--- config.mk ---
export PLATFORM = sky130hd
export DESIGN_NAME = stack_scheduler
export DESIGN_NICKNAME = d
export VERILOG_FILES = /design/src/rtl/stack_scheduler_pkg.sv /design/src/rtl/stack_rr_arb.sv /design/src/rtl/stack_scheduler.sv
export SDC_FILE = /design/constraint.sdc
export NUM_CORES = 1
export LEC_CHECK = 0
export BUFFER_PORTS_ARGS = -buffer_cell sky130_fd_sc_hd__buf_2
export CORE_ASPECT_RATIO = 0.8
export CORE_MARGIN = 5
export CORE_UTILIZATION = 59
export DETAILED_ROUTE_END_ITERATION = 12
export PLACE_DENSITY = 0.87
export SYNTH_ARGS = -nofsm -noshare
export SYNTH_HDL_FRONTEND = slang
export SYNTH_SLANG_ARGS = --single-unit
export TNS_END_PERCENT = 100
--- constraint.sdc ---
create_clock -name CLK_10HZ -period 4.69 [get_ports CLK_10HZ]
set_clock_uncertainty 0.2 [all_clocks]
set_input_delay 0.469 -clock CLK_10HZ [delete_from_list [all_inputs] [get_ports CLK_10HZ]]
set_output_delay 0.469 -clock CLK_10HZ [all_outputs]
set_load 0.005 [all_outputs]
--- src/rtl/stack_scheduler_pkg.sv ---
// Shared definitions for the sensor stack scheduler: stack geometry, FSM states, channel IDs.
package stack_scheduler_pkg;

  localparam int STACK_W = 48;
  localparam int NCH     = 4;
  localparam int CH_W    = 2;

  typedef enum logic {
    ST_IDLE    = 1'b0,
    ST_PRESENT = 1'b1
  } state_e;

  localparam logic [CH_W-1:0] CH_GEIG = 2'd0;
  localparam logic [CH_W-1:0] CH_TEMP = 2'd1;
  localparam logic [CH_W-1:0] CH_PRES = 2'd2;
  localparam logic [CH_W-1:0] CH_AUX  = 2'd3;

  function automatic logic [7:0] sat_inc8(input logic [7:0] v);
    return (v == 8'hFF) ? v : v + 8'd1;
  endfunction

endpackage

--- src/rtl/stack_rr_arb.sv ---
// Round-robin picker: first pending channel strictly after the pointer, wrapping.
module stack_rr_arb
  import stack_scheduler_pkg::*;
(
  input  logic [NCH-1:0]  pend_i,
  input  logic [CH_W-1:0] ptr_i,
  output logic [CH_W-1:0] grant_o,
  output logic            any_o
);

  // Scan farthest-first so the nearest pending channel after the pointer wins.
  always_comb begin
    grant_o = ptr_i;
    any_o   = |pend_i;
    for (int k = NCH; k >= 1; k--) begin
      if (pend_i[ptr_i + CH_W'(k)]) grant_o = ptr_i + CH_W'(k);
    end
  end

endmodule

--- src/rtl/stack_scheduler.sv ---
// Sensor stack scheduler: periodic sample requests, one-deep hold buffers, RR-arbitrated output.
// Optional per-channel saturating drop counters when STACK_DROP_CNT_EN is defined.
module stack_scheduler
  import stack_scheduler_pkg::*;
#(
  parameter int PERIOD0 = 600,
  parameter int PERIOD1 = 10,
  parameter int PERIOD2 = 50,
  parameter int PERIOD3 = 100,
  parameter int TIMEOUT = 20,
  parameter int CNT_W   = 10
) (
  input  logic                   CLK_10HZ,
  input  logic                   RESET,
  input  logic [NCH*STACK_W-1:0] STACK_IN,
  input  logic [NCH-1:0]         IN_VALID,
  output logic [NCH-1:0]         SAMPLE_REQ,
  output logic [STACK_W-1:0]     STACK_OUT,
  output logic [CH_W-1:0]        OUT_CH,
  output logic                   OUT_VALID,
  input  logic                   OUT_READY,
  input  logic                   DROP_CLR,
  output logic [NCH-1:0]         DROP_FLAGS,
  output logic                   TIMEOUT_FLAG
`ifdef STACK_DROP_CNT_EN
  ,
  output logic [NCH*8-1:0]       DROP_CNT
`endif
);

  localparam int TMO_W = $clog2(TIMEOUT + 1);

  function automatic logic [CNT_W-1:0] last_count(input int n);
    int p;
    case (n)
      0:       p = PERIOD0;
      1:       p = PERIOD1;
      2:       p = PERIOD2;
      default: p = PERIOD3;
    endcase
    return CNT_W'(p - 1);
  endfunction

  logic [CNT_W-1:0]   cnt_q [NCH];
  logic [NCH-1:0]     req_q;
  logic [STACK_W-1:0] hold_q [NCH];
  logic [NCH-1:0]     pend_q, pend_d;
  state_e             state_q;
  logic [CH_W-1:0]    ptr_q, ch_q;
  logic [STACK_W-1:0] out_q;
  logic               vld_q;
  logic [TMO_W-1:0]   tmo_q;
  logic [NCH-1:0]     drop_flags_q, drop_flags_d;
  logic               tmo_flag_q, tmo_flag_d;

  logic [CH_W-1:0]    gnt;
  logic               arb_any;
  logic               grant_en;
  logic [NCH-1:0]     gnt_vec;
  logic [NCH-1:0]     drop_ev;
  logic               timeout_ev;

  stack_rr_arb u_arb (
    .pend_i  (pend_q),
    .ptr_i   (ptr_q),
    .grant_o (gnt),
    .any_o   (arb_any)
  );

  // A channel granted on the same edge it captures is not an overwrite.
  always_comb begin
    grant_en     = (state_q == ST_IDLE) && arb_any;
    gnt_vec      = grant_en ? (NCH'(1) << gnt) : '0;
    drop_ev      = IN_VALID & pend_q & ~gnt_vec;
    timeout_ev   = (state_q == ST_PRESENT) && !OUT_READY && (tmo_q == TMO_W'(TIMEOUT - 1));
    pend_d       = (pend_q & ~gnt_vec) | IN_VALID;
    drop_flags_d = DROP_CLR ? drop_ev : (drop_flags_q | drop_ev);
    tmo_flag_d   = DROP_CLR ? timeout_ev : (tmo_flag_q | timeout_ev);
  end

  always_ff @(posedge CLK_10HZ or negedge RESET) begin
    if (!RESET) begin
      for (int n = 0; n < NCH; n++) cnt_q[n] <= '0;
      req_q <= '0;
    end else begin
      for (int n = 0; n < NCH; n++) begin
        if (cnt_q[n] == last_count(n)) begin
          cnt_q[n] <= '0;
          req_q[n] <= 1'b1;
        end else begin
          cnt_q[n] <= cnt_q[n] + CNT_W'(1);
          req_q[n] <= 1'b0;
        end
      end
    end
  end

  // Hold buffers are pure data; pend_q qualifies them.
  always_ff @(posedge CLK_10HZ) begin
    for (int n = 0; n < NCH; n++) begin
      if (IN_VALID[n]) hold_q[n] <= STACK_IN[n*STACK_W +: STACK_W];
    end
  end

  always_ff @(posedge CLK_10HZ or negedge RESET) begin
    if (!RESET) begin
      pend_q       <= '0;
      drop_flags_q <= '0;
      tmo_flag_q   <= 1'b0;
    end else begin
      pend_q       <= pend_d;
      drop_flags_q <= drop_flags_d;
      tmo_flag_q   <= tmo_flag_d;
    end
  end

  always_ff @(posedge CLK_10HZ or negedge RESET) begin
    if (!RESET) begin
      state_q <= ST_IDLE;
      ptr_q   <= CH_AUX;
      ch_q    <= '0;
      out_q   <= '0;
      vld_q   <= 1'b0;
      tmo_q   <= '0;
    end else begin
      case (state_q)
        ST_IDLE: begin
          if (grant_en) begin
            out_q   <= hold_q[gnt];
            ch_q    <= gnt;
            vld_q   <= 1'b1;
            ptr_q   <= gnt;
            tmo_q   <= '0;
            state_q <= ST_PRESENT;
          end
        end
        ST_PRESENT: begin
          if (OUT_READY || timeout_ev) begin
            vld_q   <= 1'b0;
            state_q <= ST_IDLE;
          end else begin
            tmo_q <= tmo_q + TMO_W'(1);
          end
        end
        default: state_q <= ST_IDLE;
      endcase
    end
  end

`ifdef STACK_DROP_CNT_EN
  logic [7:0] dcnt_q [NCH];

  always_ff @(posedge CLK_10HZ or negedge RESET) begin
    if (!RESET) begin
      for (int n = 0; n < NCH; n++) dcnt_q[n] <= '0;
    end else begin
      for (int n = 0; n < NCH; n++) begin
        if (drop_ev[n]) dcnt_q[n] <= sat_inc8(dcnt_q[n]);
      end
    end
  end

  for (genvar n = 0; n < NCH; n++) begin : g_dcnt
    assign DROP_CNT[n*8 +: 8] = dcnt_q[n];
  end
`endif

  assign SAMPLE_REQ   = req_q;
  assign STACK_OUT    = out_q;
  assign OUT_CH       = ch_q;
  assign OUT_VALID    = vld_q;
  assign DROP_FLAGS   = drop_flags_q;
  assign TIMEOUT_FLAG = tmo_flag_q;

endmodule
==> flow_summary.ini <==
[yosys]
synthDistinctLibCells = 47
avgSynthCellArea_um2 = 15.07
synthCells = 815
synth_fp_nets = 1022
ys_async_sr_fraction = 0.3684
yosys_warnings = 0
synth-main-ff-cell = edfxtp_1
yosysSeqAreaShare = 0.6981
netlist_area_um2 = 12280
synth_edf_count = 192
synth_seq_cells = 304

[critical_path]
cp_num_buf_inv = 0
r2r-start = ptr_q[1]$_DFFE_PN1P_
cp-end-kind = flop
arrival_ns = 3.10
path_delay_family = compound AO/OA/AOI/OAI gates
startpoint_type = flop
slowest_stage = nand3_4
crit_type = flop to flop
cp_cell_sequence = nand2_1 > a31oi_1 > nand3_4 > a211oi_2 > a211oi_2
worst_r2r_endpoint = STACK_OUT[27]$_DFFE_PN0P_
crit_required_ns = 4.88
reg2regPathDepth = 5
cp_max_fo = 48
rrSetupSlack_ns = 1.77
slowest_delay_ns = 0.78
critPathMostFrequentCell = a211oi_2

[detailed_routing]
drcViolationCount = 0
wl_met1_mm = 13.53
drt_first_pass_iters = 5
wl_met2_mm = 17.95
viasPerCell = 5.861
routed_wl_mm = 36.79
wl_met3_mm = 3.726
routed.top_layer = met5
ant_nets = 0
via_count = 9161
first_iter_violations = 1025
post_drt_wl_per_cell_um = 23.54

[cts]
cts_buffer_depth = 3
clk_latency_ns = 0.54
cts_tree = done
post_cts_resized = 0
clk_pin_slew_ns = 0.07
htreeDepth = 1
cts_setup_buffers = 0
cts_buffers = 29
cts.sinks = 304
root_buffer = clkbuf_16

[power_and_ir_drop]
leakagePower_nw = 6.964
power.internal_mw = 5.925
p_sw_mw = 3.292
ir_drop_mv = 0.6034
powerDensity_nw_per_um2 = 553.5
pwr-share-comb = 0.349
pwr-share-seq = 0.390
clock_power_share = 0.261
p_sw_frac = 0.3571

[final_layout]
syn_to_final_growth_pct = 35.63
area.sequential_um2 = 8571
nFillCells = 1089
utilization = 0.8091
final_cell_mix = 258 x buf_2, 193 x dlygate4sd3_1, 192 x edfxtp_1, 110 x dfrtp_1, 84 x nor2_1
multi_input_area_um2 = 3202
drive_above_1_share = 0.3178
fin_nets = 1475
layout_commonest_cell = buf_2

[die]
dieArea_um2 = 23810
io_pins = 260
die_h_um = 139.0
rows = 47
start_util = 0.5965
die_w_um = 171.3
core_area_um2 = 20580

[sta]
hold_viol = 0
setup_tns_ns = 0
period_share = 0.6217
max_slew_margin = 0.2850
worst_slack_ns = 1.774
rsz0062_at_grt = no
max_freq_mhz = 343.0
worst_pin_slew_ns = 1.073
setup_viol = 0
drv_slew = 0
fin_hold_ws_ns = 0.03379
fin_crit_ns = 2.916

[hold_path]
holdCritPathClass = input pin to flop
min_from = OUT_READY
hold_depth = 3
whs_endpoint = OUT_VALID$_DFFE_PN0P_

[global_routing]
grt_max_degree = 62
grt-ovfl-total = 0
grt_pass1_vias = 9850
grt_antenna_before_repair = 5
track_usage = 0.3063
grt_pass1_wl_mm = 56.04

[placement]
dpl.hpwl_mm = 18.58
globalplace.congestion = 0.8209
io_buffers = 259
dpl_worst_slack_ns = 1.865

[run_status]
status = completed

[job]
cap_violations = 0
worst register-to-register path: cells and delay by family, from the launching register on:
kind / cells / cell delay, ns
and+or+nand+nor: 2 / 0.87
AOI/OAI and AO/OA: 3 / 1.13
DFF: 1 / 0.58
registers in the layout, indices dropped and copies added, names as in the netlist, 2 cells and up:
name	cells
cnt_q	40
ptr_q	2
tmo_q	5
pend_q	4
DROP_FLAGS	4
STACK_OUT	48
OUT_CH	2
hold_q	192
SAMPLE_REQ	4
power by group through the flow:
stage | registers [mW] | clock network (mW) | logic [mW]
3_5_place_dp | 3.61 | 0 | 2.95
3_3_place_gp | 3.60 | 0 | 2.83
6_report | 3.60 | 2.40 | 3.22
5_1_grt | 3.63 | 2.55 | 3.41
4_1_cts | 3.56 | 2.39 | 3.09
2_1_floorplan | 3.57 | 0 | 2.22
cell usage after synthesis, drive strengths merged (2+ instances only):
cell,n,area (um^2)
a32o,2,20.02
o2bb2ai,2,17.52
inv,57,214.0
xor2,17,148.9
a22o,2,17.52
edfxtp,192,5766
o21ai,2,10.00
mux2i,48,480.5
a21o,4,31.28
dfrtp,110,2753
o31ai,2,25.02
nor3,5,30.03
xnor2,18,157.7
a21oi,2,10.01
a211oi,96,1091
ha,7,87.58
o21a,2,15.01
nor4b,3,32.53
nand3b,2,15.01
nor2b,5,31.28
nor2,85,321.6
nand4,4,25.02
nand2,11,41.29
nand3,25,130.1
nand2b,3,18.77
buf,26,244.0
dfstp,2,52.55
clkbuf,18,67.56
a31oi,49,306.5
and3,6,42.54
nor4,4,37.53
area by class of cell:
class / count / area share
Sequential cell: 304 / 0.5147
Multi-Input combinational cell: 410 / 0.1923
Antenna cell: 4 / 0.0006011
Inverter: 57 / 0.01285
Timing Repair Buffer: 466 / 0.2011
Clock inverter: 20 / 0.01135
Clock buffer: 33 / 0.04696
Tap cell: 269 / 0.02021
what timing repair did:
item                       in CTS  in global routing
hold endpoints to repair      223                  0
hold buffers                  193                  0
setup endpoints to repair       0                  0
layer usage:
layer  track usage  vias to the layer above
li1              -                     3928
met3       0.07125                      117
met5             0                        -
met1        0.3915                     4446
met2        0.5092                      668
met4        0.1234                        2
through the flow:
step	instances	power (mW)	instance area, um^2
floorplan	815	5.789	12280
global placement	1313	6.424	13740
detailed placement	1313	6.562	13740
CTS	1559	9.048	16640
global route	1563	9.585	16650
finish	1563	9.216	16650
how the worst max path moves through the flow:
| stage | startpoint | end | slack [ns] | depth (start not counted) |
|---|---|---|---|---|
| after floorplan | ptr_q[1]$_DFFE_PN1P_ | DROP_FLAGS[2]$_DFF_PN0_ | 2.69 | 8 |
| after detailed placement | ptr_q[1]$_DFFE_PN1P_ | STACK_OUT[34]$_DFFE_PN0P_ | 1.87 | 5 |
| after global routing | ptr_q[1]$_DFFE_PN1P_ | STACK_OUT[6]$_DFFE_PN0P_ | 1.65 | 5 |
| final | ptr_q[1]$_DFFE_PN1P_ | STACK_OUT[27]$_DFFE_PN0P_ | 1.77 | 5 |
| after global placement | ptr_q[1]$_DFFE_PN1P_ | STACK_OUT[12]$_DFFE_PN0P_ | 2.04 | 5 |
| after CTS | ptr_q[1]$_DFFE_PN1P_ | STACK_OUT[14]$_DFFE_PN0P_ | 1.86 | 5 |
kinds of logic (layout without fill, tap and decap cells):
| logic type | after synthesis | after routing | share of synthesized area |
|---|---|---|---|
| simple gates | 156 | 156 | 0.06125 |
| buf+inv | 101 | 576 | 0.04280 |
| xor+xnor | 35 | 35 | 0.02497 |
| compound gates | 163 | 163 | 0.1258 |
| other cells | 0 | 4 | 0 |
| flops | 304 | 304 | 0.6981 |
| fa+ha+maj | 7 | 7 | 0.007133 |
| mux | 49 | 49 | 0.04005 |
No activity file was read; power rests on OpenSTA's default activity.
